<file path="src/rtl/spi_pkg.sv">
// Shared definitions for the SPI slave: widths, mode defaults and FSM encoding.
package spi_pkg;

    localparam int unsigned SPI_WIDTH = 8;
    localparam int unsigned CNT_W     = 4;

    localparam logic [CNT_W-1:0] E_LAST = '1;

    localparam logic CPOL_DEFAULT = 1'b1;
    localparam logic CPHA_DEFAULT = 1'b1;

    typedef enum logic [1:0] {
        S0_IDLE   = 2'd0,
        S1_LOAD   = 2'd1,
        S2_ACTIVE = 2'd2,
        S3_DONE   = 2'd3
    } spi_state_e;

endpackage

</file>
<file path="src/rtl/spi_sync_edge.sv">
// Two-flop synchronizer for an asynchronous pin plus registered rise/fall pulses.
module spi_sync_edge #(
    parameter logic RST_VAL = 1'b1
) (
    input  logic clk_i,
    input  logic rst_ni,
    input  logic d_i,
    output logic rise_o,
    output logic fall_o
);

    logic s1_q;
    logic s2_q;
    logic s3_q;
    logic rise_q;
    logic fall_q;

    // Synchronize the pin, keep the previous level and register edge pulses.
    always_ff @(posedge clk_i) begin
        if (!rst_ni) begin
            s1_q   <= RST_VAL;
            s2_q   <= RST_VAL;
            s3_q   <= RST_VAL;
            rise_q <= 1'b0;
            fall_q <= 1'b0;
        end else begin
            s1_q   <= d_i;
            s2_q   <= s1_q;
            s3_q   <= s2_q;
            rise_q <= s2_q & ~s3_q;
            fall_q <= ~s2_q & s3_q;
        end
    end

    assign rise_o = rise_q;
    assign fall_o = fall_q;

endmodule

</file>
<file path="src/rtl/spi_slave.sv">
// SPI slave endpoint: oversampled cs/sclk/mosi, byte receive and transmit, all four modes.
module spi_slave
    import spi_pkg::*;
#(
    parameter logic CPOL = CPOL_DEFAULT,
    parameter logic CPHA = CPHA_DEFAULT
) (
    input  logic                 sys_clk,
    input  logic                 sys_rst_n,
    input  logic                 cs,
    input  logic                 sclk,
    input  logic                 mosi,
    output logic                 miso,
    input  logic [SPI_WIDTH-1:0] data_tx,
    output logic                 tx_load,
    output logic [SPI_WIDTH-1:0] data_rx,
    output logic                 rx_valid,
    output logic                 busy
);

    logic cs_rise;
    logic cs_fall;
    logic sclk_rise;
    logic sclk_fall;

    logic mosi_s1_q;
    logic mosi_s2_q;

    spi_state_e           state_q,    state_d;
    logic [CNT_W-1:0]     e_q,        e_d;
    logic [SPI_WIDTH-1:0] tx_shift_q, tx_shift_d;
    logic [SPI_WIDTH-1:0] rx_shift_q, rx_shift_d;
    logic [SPI_WIDTH-1:0] data_rx_q,  data_rx_d;
    logic                 rx_valid_q, rx_valid_d;
    logic                 tx_load_q,  tx_load_d;
    logic                 busy_q,     busy_d;
    logic                 miso_q,     miso_d;

    logic sclk_edge;
    logic do_sample;
    logic do_shift;

    spi_sync_edge #(.RST_VAL(1'b1)) u_cs_sync (
        .clk_i  (sys_clk),
        .rst_ni (sys_rst_n),
        .d_i    (cs),
        .rise_o (cs_rise),
        .fall_o (cs_fall)
    );

    spi_sync_edge #(.RST_VAL(CPOL)) u_sclk_sync (
        .clk_i  (sys_clk),
        .rst_ni (sys_rst_n),
        .d_i    (sclk),
        .rise_o (sclk_rise),
        .fall_o (sclk_fall)
    );

    // Next-state, shift and output logic; outputs are derived from the next state.
    always_comb begin
        state_d    = state_q;
        e_d        = e_q;
        tx_shift_d = tx_shift_q;
        rx_shift_d = rx_shift_q;
        data_rx_d  = data_rx_q;

        sclk_edge = sclk_rise | sclk_fall;
        do_sample = CPHA ? e_q[0] : ~e_q[0];
        do_shift  = CPHA ? (~e_q[0] && (e_q != '0)) : (e_q[0] && (e_q != E_LAST));

        case (state_q)
            S0_IDLE: begin
                e_d = '0;
                if (cs_fall) begin
                    state_d = S1_LOAD;
                end
            end
            S1_LOAD: begin
                tx_shift_d = data_tx;
                rx_shift_d = '0;
                e_d        = '0;
                state_d    = S2_ACTIVE;
            end
            S2_ACTIVE: begin
                if (sclk_edge) begin
                    e_d = e_q + CNT_W'(1);
                    if (do_sample) begin
                        rx_shift_d = {rx_shift_q[SPI_WIDTH-2:0], mosi_s2_q};
                    end
                    if (do_shift) begin
                        tx_shift_d = {tx_shift_q[SPI_WIDTH-2:0], 1'b0};
                    end
                    if (e_q == E_LAST) begin
                        state_d = S3_DONE;
                    end
                end
            end
            S3_DONE: begin
                tx_shift_d = data_tx;
                rx_shift_d = '0;
                e_d        = '0;
                state_d    = cs_rise ? S0_IDLE : S2_ACTIVE;
            end
            default: begin
                state_d = S0_IDLE;
            end
        endcase

        // Deselect aborts any partial byte; a completing byte still reports first.
        if (cs_rise && (state_q != S3_DONE)) begin
            state_d = S0_IDLE;
            e_d     = '0;
        end

        rx_valid_d = (state_d == S3_DONE);
        if (rx_valid_d) begin
            data_rx_d = rx_shift_d;
        end
        tx_load_d = (state_d == S1_LOAD) || (state_d == S3_DONE);
        busy_d    = (state_d != S0_IDLE);
        miso_d    = ((state_d == S2_ACTIVE) || (state_d == S3_DONE)) ?
                    tx_shift_d[SPI_WIDTH-1] : 1'b1;
    end

    // State, datapath and registered outputs with synchronous reset.
    always_ff @(posedge sys_clk) begin
        if (!sys_rst_n) begin
            mosi_s1_q  <= 1'b0;
            mosi_s2_q  <= 1'b0;
            state_q    <= S0_IDLE;
            e_q        <= '0;
            tx_shift_q <= '0;
            rx_shift_q <= '0;
            data_rx_q  <= '0;
            rx_valid_q <= 1'b0;
            tx_load_q  <= 1'b0;
            busy_q     <= 1'b0;
            miso_q     <= 1'b1;
        end else begin
            mosi_s1_q  <= mosi;
            mosi_s2_q  <= mosi_s1_q;
            state_q    <= state_d;
            e_q        <= e_d;
            tx_shift_q <= tx_shift_d;
            rx_shift_q <= rx_shift_d;
            data_rx_q  <= data_rx_d;
            rx_valid_q <= rx_valid_d;
            tx_load_q  <= tx_load_d;
            busy_q     <= busy_d;
            miso_q     <= miso_d;
        end
    end

    assign miso     = miso_q;
    assign data_rx  = data_rx_q;
    assign rx_valid = rx_valid_q;
    assign tx_load  = tx_load_q;
    assign busy     = busy_q;

endmodule
</file>
<file path="config.mk">
export PLATFORM = sky130hd
export DESIGN_NAME = spi_slave
export DESIGN_NICKNAME = d
export VERILOG_FILES = /design/src/rtl/spi_pkg.sv /design/src/rtl/spi_sync_edge.sv /design/src/rtl/spi_slave.sv
export SDC_FILE = /design/constraint.sdc
export NUM_CORES = 1
export LEC_CHECK = 0
export ABC_CLOCK_PERIOD_IN_PS = 2700
export BUFFER_PORTS_ARGS = -buffer_cell sky130_fd_sc_hd__buf_4
export CAP_MARGIN = 40
export CORE_MARGIN = 5
export CORE_UTILIZATION = 59
export CTS_CLUSTER_DIAMETER = 50
export DETAILED_ROUTE_END_ITERATION = 7
export GPL_TIMING_DRIVEN = 0
export PLACE_DENSITY = 0.87
export SLEW_MARGIN = 0
export SYNTH_ARGS = -nofsm -noshare
export SYNTH_HDL_FRONTEND = slang
export SYNTH_SLANG_ARGS = --single-unit
</file>
<file path="constraint.sdc">
create_clock -name sys_clk -period 2.7 [get_ports sys_clk]
set_input_delay 0.54 -clock sys_clk [delete_from_list [all_inputs] [get_ports sys_clk]]
set_output_delay 0.54 -clock sys_clk [all_outputs]
set_load 0.02 [all_outputs]
</file>
* After elaboration in Yosys (flattened, before gate mapping)
Index checks and enable logic that the tools add are counted.
** Storage, ports and cells
- Flip-flop bits (word level) :: 46
- Bits in latches :: 0
- Memory bits (writable) :: 0
- ROM bits :: 0
- Input bits :: 13
- Output and inout port bits :: 12
- Logic and storage cells :: 71
- Memories :: 0
** Operators by class
- Add/sub/neg operators :: 1
- Multipliers :: 0
- Divide/modulo/power cells :: 0
- Order comparisons :: 0
- Equal/unequal tests :: 10
- Shift operators :: 0
- Mux-type cells :: 14
- Bitwise logic cells :: 11
- Reductions and logical operators :: 13
** Operators by type and width (number)
- 8-bit 2-to-1 mux :: 4
- 8-bit case mux with 2 select lines :: 2
- 2-bit 2-to-1 mux :: 5
- 2-bit equality test, second input constant :: 4
- 2-bit case mux with 4 select lines :: 1
- 4-bit case mux with 2 select lines :: 1
- 2-bit inequality test, second input constant :: 3
- 1-bit inverter :: 6
- 4-bit by 1-bit adder with 4-bit output, second input constant :: 1
- 1-bit AND :: 4
- 2-bit by 1-bit equality test with 1-bit output, second input constant :: 2
- 4-bit equality test, second input constant :: 1
- 4-bit 2-to-1 mux :: 1
- 2-bit nonzero test :: 2
- 4-bit nonzero test :: 1
- 2-bit OR reduction :: 2
- 3-bit AND reduction :: 1
- 3-bit OR reduction :: 1
- 1-bit logical AND :: 2
- 2-bit zero test :: 1
- 1-bit logical OR :: 2
- 2-bit AND reduction :: 1
- 1-bit bitwise OR :: 1

* Longest topological paths before layout
- Word-level depth :: 8
- Depth in mapped cells :: 6
- Depth with buffers taken out :: 5

* Modules after synthesis
Synthesis repeated with hierarchy kept, for this count alone.
** Second synthesis, totals
- Cells, all modules :: 155
- Area, all modules :: 1661.6 µm²
** Modules (own cells, without submodules)
- spi_slave :: instances 1, cells each 135, area an instance 1388.8 µm², sequential area each 700.7 µm²
- spi_sync_edge :: instances 2, cells each 10, area an instance 136.4 µm², sequential area each 100.1 µm²

* Least setup slack after synthesis
No wires, ideal clock.
- Path kind :: flip-flop to flip-flop
- Start :: reg e_q[0]
- End :: reg miso_q, in the netlist miso
- Library setup time :: 122 ps
- Arrival time :: 1538 ps
- Required time :: 2578 ps
- Setup slack :: 1040 ps
- Cell stages (with the launch flop) :: 7
- Buffers on the path :: 1
- Clock period less this slack :: 1660 ps
- Path through :: dfxtp_1 inv_2 ha_1 or3b_1 buf_6 and4_4 o32a_1
** On the way
- Cells in the longest elaborated chain, start to end :: 8
- Elaborated cells on any way between the ends :: 15
- Classes of those cells :: 3 x eq/ne; 7 x mux; 1 x bitwise; 4 x reduce/logical
** Ends and longest elaborated chain
- start: declaration :: line spi_slave.sv:30 : logic [CNT_W-1:0] e_q, e_d;
- start signal: assignment :: line spi_slave.sv:131 : e_q <= '0;
- start signal: assignment :: line spi_slave.sv:143 : e_q <= e_d;
- 4-bit equality test :: line spi_slave.sv:93 : if (e_q == E_LAST) begin
- 2-bit 2-to-1 mux :: line spi_slave.sv:93
- 2-bit 2-to-1 mux :: line spi_slave.sv:85 : if (sclk_edge) begin
- 2-bit case mux with 4 select lines :: line spi_slave.sv:71 : case (state_q)
- 2-bit 2-to-1 mux :: line spi_slave.sv:110 : if (cs_rise && (state_q != S3_DONE)) begin
- 2-bit equality test :: line spi_slave.sv:121 : miso_d = ((state_d == S2_ACTIVE) || (state_d == S3_DONE)) ?
- 1-bit logical OR :: line spi_slave.sv:121
- 2-bit AND reduction (no line)
- end signal: assignment :: line spi_slave.sv:150 : miso_q <= miso_d;
- end: declaration :: line spi_slave.sv:37 : logic miso_q, miso_d;
Several ways; a longest one is shown, not always the timed one. The select of a mux whose other input is x is not followed.
A chain may end at the register's enable or synchronous reset.

* Worst setup path after layout
Ends and elaborated chain as after synthesis.

==> results.json <==
{
  "clkTransAtPathRegs_ns": 0.13,
  "gp_congestion": 0.890,
  "place_inst": 225,
  "finalSetupTns_ns": 0,
  "viasPerCell": 6.15,
  "cp.arrival_ns": 2.05,
  "ys.flop_type": "dfxtp_1",
  "rr_worst_depth": 6,
  "regToRegSetupSlack_ns": 0.92,
  "critPathLaunchType": "flop",
  "cp-end-kind": "flop",
  "drtIter0Drc": 146,
  "start_util_pct": 62.3,
  "overflow": 0,
  "synthCells": 170,
  "drv_slew": 0,
  "die_y_um": 64.2,
  "critPathMaxStageDelay_ns": 0.36,
  "post-route-period-util_pct": 65.9,
  "ys_ff_latch": 45,
  "vias": 1433,
  "setup_ws_ns": 0.921,
  "powerDensity_nw_per_um2": 561,
  "setup_viol": 0,
  "syn_nets": 185,
  "h-tree-depth": 2,
  "synthToLayoutAreaGrowth_pct": 17.3,
  "rsz0062_at_grt": "false",
  "cts_post_setup_buffers_inserted": 0,
  "drc": 0,
  "avgSynthCellArea_um2": 10.2,
  "hold_path_startpoint": "cs",
  "wl_per_cell_um": 16.0,
  "r2r_end": "miso$_SDFF_PN1_",
  "yosysSeqAreaShare_pct": 52.0,
  "die_area_um2": 4120,
  "min_to": "u_cs_sync.s1_q$_SDFF_PN1_",
  "finalWirelength_um": 3720,
  "n_fill_cell": 211,
  "grt_pass1_wl_um": 6350,
  "grt_start_max_net_pins": 15,
  "cts_tree": "built",
  "fmax_ghz": 0.562,
  "clk_path_buf_depth": 2,
  "stdcell_count": 233,
  "relSlewSlack_pct": 61.3,
  "worstPathCellList": "inv_2, ha_1, or3b_1, buf_6, and4_4, o32a_1",
  "numPortBuffers": 24,
  "synthTopCellsByArea": "dfxtp_1, a211oi_2, a31oi_1",
  "cap_viol_max_count": 0,
  "yosys.area.top_type": "dfxtp_1",
  "synth_common_cells": "dfxtp_1, nor2_1, a31oi_1, o21ai_0",
  "path_max_fanout": 9,
  "multi_input_area_um2": 754,
  "numCtsBuffers": 5,
  "r2r-start": "e_q[0]$_SDFFE_PP0P_",
  "critical_path_class": "reg2reg",
  "diodes": 0,
  "synth-edff-count": 0,
  "area.sequential_um2": 901,
  "dieWidth_um": 64.2,
  "drive_gt1_share_pct": 24.3,
  "track_usage_pct": 19.3,
  "hold_viol": 0,
  "synth_top_area_share_pct": 52.0,
  "ios": 25,
  "whs_path_depth": 2,
  "root_buffer": "clkbuf_4",
  "grt_pass1_vias": 1357,
  "yosys.cell_count.top_type": "dfxtp_1",
  "postSynth.asyncResetShare_pct": 0,
  "yosys_warnings": 0,
  "skew_ns": 0.00663,
  "tightest_slew_ns": 0.579,
  "syn-cell-area_um2": 1730,
  "cts_sinks": 45,
  "rows": 19,
  "fp.coreArea_um2": 2780,
  "clkLatencyLatePin_ns": 0.36,
  "outcome": "completed",
  "yosysUniqueCellTypes": 38,
  "required_ns": 2.97,
  "period_needed_ns": 1.78,
  "antenna_left": 0,
  "dp_hpwl_um": 2680,
  "hp-class": "in2reg",
  "post_cts_resized": 0,
  "firstDrtPassIters": 4,
  "cpMaxStageDelayCell": "or3b_1",
  "fin_nets": 216,
  "dp_slack_ns": 0.854,
  "grt_antenna_before_repair": 0,
  "p_leak_uw": 0.000848,
  "irDropWorstVdd_mv": 0.548,
  "cts_hold_buf": 0,
  "fin_total_pwr_uw": 1140,
  "postLayoutCoreUtil_pct": 73.0
}
## state kept, by name (all words and copies together), names as in the netlist
| register | count |
|---|---|
| mosi_s2_q | 1 |
| tx_shift_q | 8 |
| e_q | 4 |
| u_cs_sync.s3_q | 1 |
| busy | 1 |
| miso | 1 |
| rx_shift_q | 8 |
| u_sclk_sync.s3_q | 1 |
| tx_load | 1 |
| u_sclk_sync.s2_q | 1 |
| mosi_s1_q | 1 |
| state_q | 1 |
| u_sclk_sync.rise_o | 1 |
| data_rx | 8 |
| u_sclk_sync.s1_q | 1 |
| u_cs_sync.fall_o | 1 |
| u_sclk_sync.fall_o | 1 |
| u_cs_sync.rise_o | 1 |
| u_cs_sync.s1_q | 1 |
| rx_valid | 1 |
| u_cs_sync.s2_q | 1 |
## through the flow
stage	instance area [um2]	hold WS, ns
after floorplan	1730	0.386
after global placement	1950	0.396
after detailed placement	1950	0.399
after CTS	2030	0.341
after global routing	2030	0.344
final	2030	0.349
## area by class of cell
| type | count | share of cell area (%) |
|---|---|---|
| buffer | 9 | 2.46 |
| clock buffer | 6 | 2.03 |
| clock inverter | 2 | 1.91 |
| inverter | 7 | 1.29 |
| multi-input combinational | 109 | 37.2 |
| sequential | 45 | 44.4 |
| tap | 31 | 1.91 |
| timing repair buffer | 24 | 8.87 |
## worst max-delay path: cells and delay by family (launching register included)
kind	cells	cell delay, ns
flops	1	0.35
compound gates	1	0.31
fa+ha+maj	1	0.18
simple gates	2	0.55
buf+inv	2	0.29
## how the worst max path moves through the flow
stage | from | endpoint | slack (ns) | cells past startpoint
final | e_q[0]$_SDFFE_PP0P_ | miso$_SDFF_PN1_ | 0.92 | 6
after global routing | e_q[0]$_SDFFE_PP0P_ | miso$_SDFF_PN1_ | 0.81 | 6
after CTS | e_q[0]$_SDFFE_PP0P_ | miso$_SDFF_PN1_ | 0.93 | 6
after detailed placement | sys_rst_n | data_rx[5]$_SDFFE_PN0N_ | 0.85 | 4
after global placement | sys_rst_n | data_rx[5]$_SDFFE_PN0N_ | 0.92 | 4
after floorplan | e_q[0]$_SDFFE_PP0P_ | miso$_SDFF_PN1_ | 1.04 | 6
## report_power, final
group / internal, uW / switching (uW)
registers: 674 / 5.03
clock network: 197 / 215
logic: 22.0 / 25.1
## kinds of logic after synthesis
kind of cell / synth area share, %
and+or+nand+nor: 15.7
AOI/OAI and AO/OA: 20.8
DFF: 52.0
buffers and inverters: 4.41
muxes: 4.62
xor gates and xnor gates: 1.01
adders and majority gates: 1.44
## layout by cell type, fill, tap and decap left out, types with 2 or more instances in the layout
cell	count
a211oi_2	8
a21oi_1	4
a31oi_1	14
and2_1	2
and3_1	2
buf_2	4
buf_4	25
clkbuf_1	4
clkbuf_4	5
clkinv_1	2
dfxtp_1	45
ha_1	2
inv_1	4
mux2i_1	8
nand2_1	6
nand2b_1	7
nand4_1	7
nor2_1	16
nor3_1	2
o21ai_0	9
o31ai_1	6
## routing by layer
layer	track usage [%]	share of wire, %
met2	32.3	50
met5	0	0
met3	4.20	5.8
met1	23.7	42
met4	8.40	2.1
(Power assumes the default switching activity.)
